===== src/rtl/a23_cache_flush_ctrl.sv =====
// a23_cache_flush_ctrl: sequences a full tag-RAM invalidate for the Amber 23 cache,
// stalling the core until every line of every way has been written invalid.
// Optional build macro A23_FLUSH_COUNT_EN enables the saturating completed-flush counter;
// without it o_flush_count is tied to zero and no counter flops exist.
module a23_cache_flush_ctrl #(
    parameter int LINES   = 256,
    parameter int LINE_AW = 8,
    parameter int WAYS    = 4
) (
    input  logic               i_clk,
    input  logic               i_rst,
    input  logic               i_flush_req,
    input  logic               i_disruptive_hit,
    input  logic               i_cache_busy,
    output logic               o_stall,
    output logic               o_busy,
    output logic [WAYS-1:0]    o_tag_wenable,
    output logic [LINE_AW-1:0] o_tag_addr,
    output logic               o_tag_valid,
    output logic               o_flush_done,
    output logic [15:0]        o_flush_count
);
    localparam logic [1:0] S_IDLE = 2'd0;
    localparam logic [1:0] S_WAIT = 2'd1;
    localparam logic [1:0] S_WALK = 2'd2;
    localparam logic [1:0] S_DONE = 2'd3;
    localparam logic [LINE_AW-1:0] LAST = LINE_AW'(LINES - 1);

    logic [1:0]         state, state_nxt;
    logic [LINE_AW-1:0] line, line_nxt;
    logic               pending, pending_nxt;
    logic               req;

    assign req = i_flush_req | i_disruptive_hit;

    // Next-state decode; the line counter only moves while walking and wraps to 0 on the last line.
    always_comb begin
        state_nxt   = state;
        line_nxt    = line;
        pending_nxt = pending;
        case (state)
            S_IDLE: state_nxt = req ? (i_cache_busy ? S_WAIT : S_WALK) : S_IDLE;
            S_WAIT: begin
                pending_nxt = pending | req;
                state_nxt   = i_cache_busy ? S_WAIT : S_WALK;
            end
            S_WALK: begin
                pending_nxt = pending | req;
                line_nxt    = line + 1'b1;
                state_nxt   = (line == LAST) ? S_DONE : S_WALK;
            end
            default: begin
                pending_nxt = 1'b0;
                state_nxt   = (pending | req) ? (i_cache_busy ? S_WAIT : S_WALK) : S_IDLE;
            end
        endcase
    end

    // Controller state; asynchronous reset aborts a walk with no further tag writes.
    always_ff @(posedge i_clk or posedge i_rst) begin
        if (i_rst) begin
            state   <= S_IDLE;
            line    <= '0;
            pending <= 1'b0;
        end else begin
            state   <= state_nxt;
            line    <= line_nxt;
            pending <= pending_nxt;
        end
    end

    assign o_busy        = state != S_IDLE;
    assign o_stall       = req | o_busy;
    assign o_tag_wenable = (state == S_WALK) ? {WAYS{1'b1}} : '0;
    assign o_tag_addr    = line;
    assign o_tag_valid   = 1'b0;
    assign o_flush_done  = state == S_DONE;

`ifdef A23_FLUSH_COUNT_EN
    logic [15:0] flush_count;

    // Count completed walks, holding at all ones rather than wrapping.
    always_ff @(posedge i_clk or posedge i_rst) begin
        if (i_rst)
            flush_count <= '0;
        else if (o_flush_done && flush_count != 16'hFFFF)
            flush_count <= flush_count + 16'd1;
    end

    assign o_flush_count = flush_count;
`else
    assign o_flush_count = 16'd0;
`endif
endmodule

===== config.mk =====
export PLATFORM = sky130hd
export DESIGN_NAME = a23_cache_flush_ctrl
export DESIGN_NICKNAME = d
export VERILOG_FILES = /design/src/rtl/a23_cache_flush_ctrl.sv
export SDC_FILE = /design/constraint.sdc
export NUM_CORES = 1
export LEC_CHECK = 0
export ABC_AREA = 1
export BUFFER_PORTS_ARGS = -buffer_cell sky130_fd_sc_hd__clkbuf_2
export CAP_MARGIN = 5
export CORE_UTILIZATION = 40
export CTS_CLUSTER_DIAMETER = 80
export DETAILED_ROUTE_END_ITERATION = 6
export GPL_TIMING_DRIVEN = 1
export PLACE_DENSITY = 0.73
export SLEW_MARGIN = 20
export SYNTH_ARGS = -nofsm -noshare
export SYNTH_HDL_FRONTEND = slang
export SYNTH_SLANG_ARGS = --single-unit

===== constraint.sdc =====
create_clock -name i_clk -period 1.2 [get_ports i_clk]
set_input_delay 0.12 -clock i_clk [delete_from_list [all_inputs] [get_ports i_clk]]
set_output_delay 0.12 -clock i_clk [all_outputs]
set_load 0.01 [all_outputs]

==> key figures <==
Clocking
  • Clock Sinks: 11
  • Number of buffers created by CTS: 3
  • Clk buf depth: 2
  • Clock Latency Late Sink: 0.27 ns
  • CTS tree: done
  • H-tree Lvls: 1
  • CTS clk-pin slew, worst paths: 0.07 ns
  • Root buf cell: clkbuf_4

Layout
  • Diodes inserted: 0
  • Multi-input gate area: around 400 um^2
  • Layout cells sized above 1: 0.374
  • FF+latch area: 277 um^2
  • Most frequent cells in the layout: nand2_1 (21), conb_1 (17), clkbuf_2 (15), inv_1 (11), dfrtp_1 (10)
  • Layout Cells excl Fill: 148
  • Fin nets: around 130
  • Fillers: ~190
  • Cell area after layout: 982 um^2
  • Layout area overhead: 27.2%
  • Commonest non-fill, non-tap cell in the layout: nand2_1

Critical path
  • Max Fanout on Critical Path: 5
  • Crit-path slowest cell: dfrtp_1
  • Setup crit end kind: output pin
  • Crit Reg-Reg Startpoint: state[0]$_DFF_PP0_
  • Crit path max-delay family: flip-flops
  • Critical path launch point type: flip-flop
  • Slowest stage delay, CP: between 0.4 and 0.5 ns
  • Worst EP required: 1.08 ns
  • Reg2Reg Capture Point: state[1]$_DFF_PP0_
  • R2R setup slack: -0.08 ns
  • Setup CP Type: reg2out
  • Arrival time worst endpoint: 1.18 ns
  • Cell Chain, Critical Path: inv_2, ha_4, buf_6, buf_6
  • Crit path top cell by count: buf_6
  • Buffer and inverter count on the worst path: 3
  • Cells on worst reg2reg path: 7

Place
  • Post-DP Area: 843 um^2
  • Placer congestion estimate: 0.773
  • DP HPWL: 1.06 mm
  • DP Worst Slack: -0.0529 ns
  • Port Buffers: 19
  • Dpl cells: 139

Routing
  • DR pass1 iterations: 4
  • Via Count: roughly 600
  • Remaining DRCs: 0
  • Routed len/inst: 9.07 um
  • Total Routed Length: approximately 1.3 mm
  • Initial drt markers: 4
  • Drt via density: about 4.0
  • DRT antenna net count: 0

STA
  • Setup_tns: -0.902 ns
  • Hold Vio Cnt, Final: 0
  • Ratio of final minimum period to clock period: 1.08
  • Final setup viols: 14
  • Clk_skew: 0.00585 ns
  • Setup WS post-layout: -0.0982 ns
  • Minimum clock period after layout: 1.30 ns
  • Highest clock rate: 770 MHz
  • Slew Viols, Final: 0
  • RSZ-0062 raised after global routing: yes

Logic synthesis
  • Synth cell types: 17
  • Post-synth top area share: 0.357
  • Avg Inst Size Synth: ~8 um^2
  • Sequential fraction of the synthesis area: 0.357
  • Mapped Area: 772 um^2
  • Synth top area cells: dfrtp_1 (36%), buf_4 (19%), nand2_1 (11%), ha_1 (8.1%), inv_1 (7.3%)
  • #FFs+latches synth: 11
  • Mapped Cells: between 90 and 100
  • Yosys Warn Count: 0
  • Area leader, netlist: dfrtp_1

Floorplan
  • Die area: 2110 um^2
  • Row cnt: 15
  • Die height: 45.9 um
  • Number of I/O pins: 37
  • Die Wd: 45.9 um
  • Initial Utilization: 0.438
  • Core area: 1760 um^2

Outcome
  • Outcome: finished with violations
  • Failing checks: negative setup slack

Global route
  • Gr usage total: 0.162
  • Gr ovfl total: 0
  • Number of global-route vias before repair: 515
  • First-pass GRT wire length: 2.25 mm
  • Pin count of the biggest net entering global routing: 12
  • GR Util met3: 0.0714
  • Global-route met1 utilization: 0.172
  • M2 GR Usage: 0.265
  • Initial antenna violation count: 0
  • GRT busiest layer: met2

Pwr
  • Power Density: between 2000 and 2500 nW/um^2
  • Tot Pwr: 2.36 mW
  • P_leak: 0.550 nW
  • Max VDD drop: 1130 uV

Min path
  • Endpoint, Worst Hold: state[0]$_DFF_PP0_
  • Hold depth: 3
  • Hold Crit Class: in2reg
  • Hold_sp: i_cache_busy

Run
  • Max_cap viols: 0
-- registers in the layout, summed over array words and instances, names as in the netlist --
register    cells
pending         1
o_tag_addr      8
state           2
-- cells by family (layout without fill, tap and decap cells) --
kind of cell | after synthesis | after routing | share of synthesized area
AOI/OAI and AO/OA | 6 | 6 | 0.0421
xor gates and xnor gates | 6 | 6 | 0.0681
DFF | 11 | 11 | 0.357
adders and majority gates | 5 | 5 | 0.0810
other | 1 | 17 | 0.00486
and+or+nand+nor | 32 | 32 | 0.180
buffers and inverters | 35 | 46 | 0.267
-- cells in the mapped netlist (all sizes together) --
| library cell | instances |
|---|---|
| dfrtp | 11 |
| a21oi | 4 |
| conb | 1 |
| buf | 20 |
| xor2 | 5 |
| o211ai | 1 |
| xnor2 | 1 |
| nor2 | 6 |
| nand2 | 24 |
| inv | 15 |
| nand4 | 1 |
| nand3 | 1 |
| ha | 5 |
| o21ai | 1 |
-- stage by stage --
stage / hold slack (ns) / util
2_1_floorplan: -0.0276 / -
3_3_place_gp: 0.121 / 0.478
3_5_place_dp: 0.126 / 0.478
4_1_cts: 0.104 / 0.529
5_1_grt: 0.136 / 0.557
6_report: 0.109 / 0.557
-- tightest hold or removal path: stages --
cell and delay, ns:
clkbuf_2 0.10, nand2_1 0.08, a21oi_2 0.05
-- worst max-delay path by stage --
| stage | startpoint | endpoint | slack [ns] | cells past startpoint |
|---|---|---|---|---|
| after CTS | state[0]$_DFF_PP0_ | o_tag_wenable[3] | -0.12 | 4 |
| after floorplan | state[0]$_DFF_PP0_ | o_tag_addr[6]$_DFFE_PP0P_ | 0.01 | 7 |
| final | state[0]$_DFF_PP0_ | o_tag_wenable[1] | -0.1 | 4 |
| after global routing | state[0]$_DFF_PP0_ | o_tag_wenable[1] | -0.17 | 4 |
| after global placement | state[0]$_DFF_PP0_ | o_tag_addr[6]$_DFFE_PP0P_ | 0.002 | 7 |
| after detailed placement | state[0]$_DFF_PP0_ | state[0]$_DFF_PP0_ | -0.05 | 6 |
-- final cells by class --
class / count / area share
sequential: 11 / 0.282
multi-input combinational: 66 / 0.405
inverter: 15 / 0.0573
clock buffer: 4 / 0.0268
tap: 25 / 0.0318
timing repair buffer: 27 / 0.197
-- timing repair --
| action | 4_1_cts | 5_1_grt |
|---|---|---|
| gates resized for setup | 10 | 14 |
| setup buffers | 3 | 1 |
| pin swaps | 5 | 3 |
| hold buffers | 1 | 0 |
| setup endpoints to repair | 11 | 16 |
| hold endpoints to repair | 11 | 0 |
-- metal layers --
metal	share of wire	up-vias
met3	0.060	2
met4	0.014	0
met1	0.40	262
met5	0	-
met2	0.52	23
li1	-	302
-- power by group --
| group | internal (mW) | leakage [nW] | total (mW) | switching, mW |
|---|---|---|---|---|
| combinational | 0.728 | 0.398 | 1.45 | 0.720 |
| sequential | 0.521 | 0.138 | 0.658 | 0.137 |
| clock | 0.129 | 0.0150 | 0.253 | 0.124 |
Note: power is estimated with default switching activity, not from simulation.
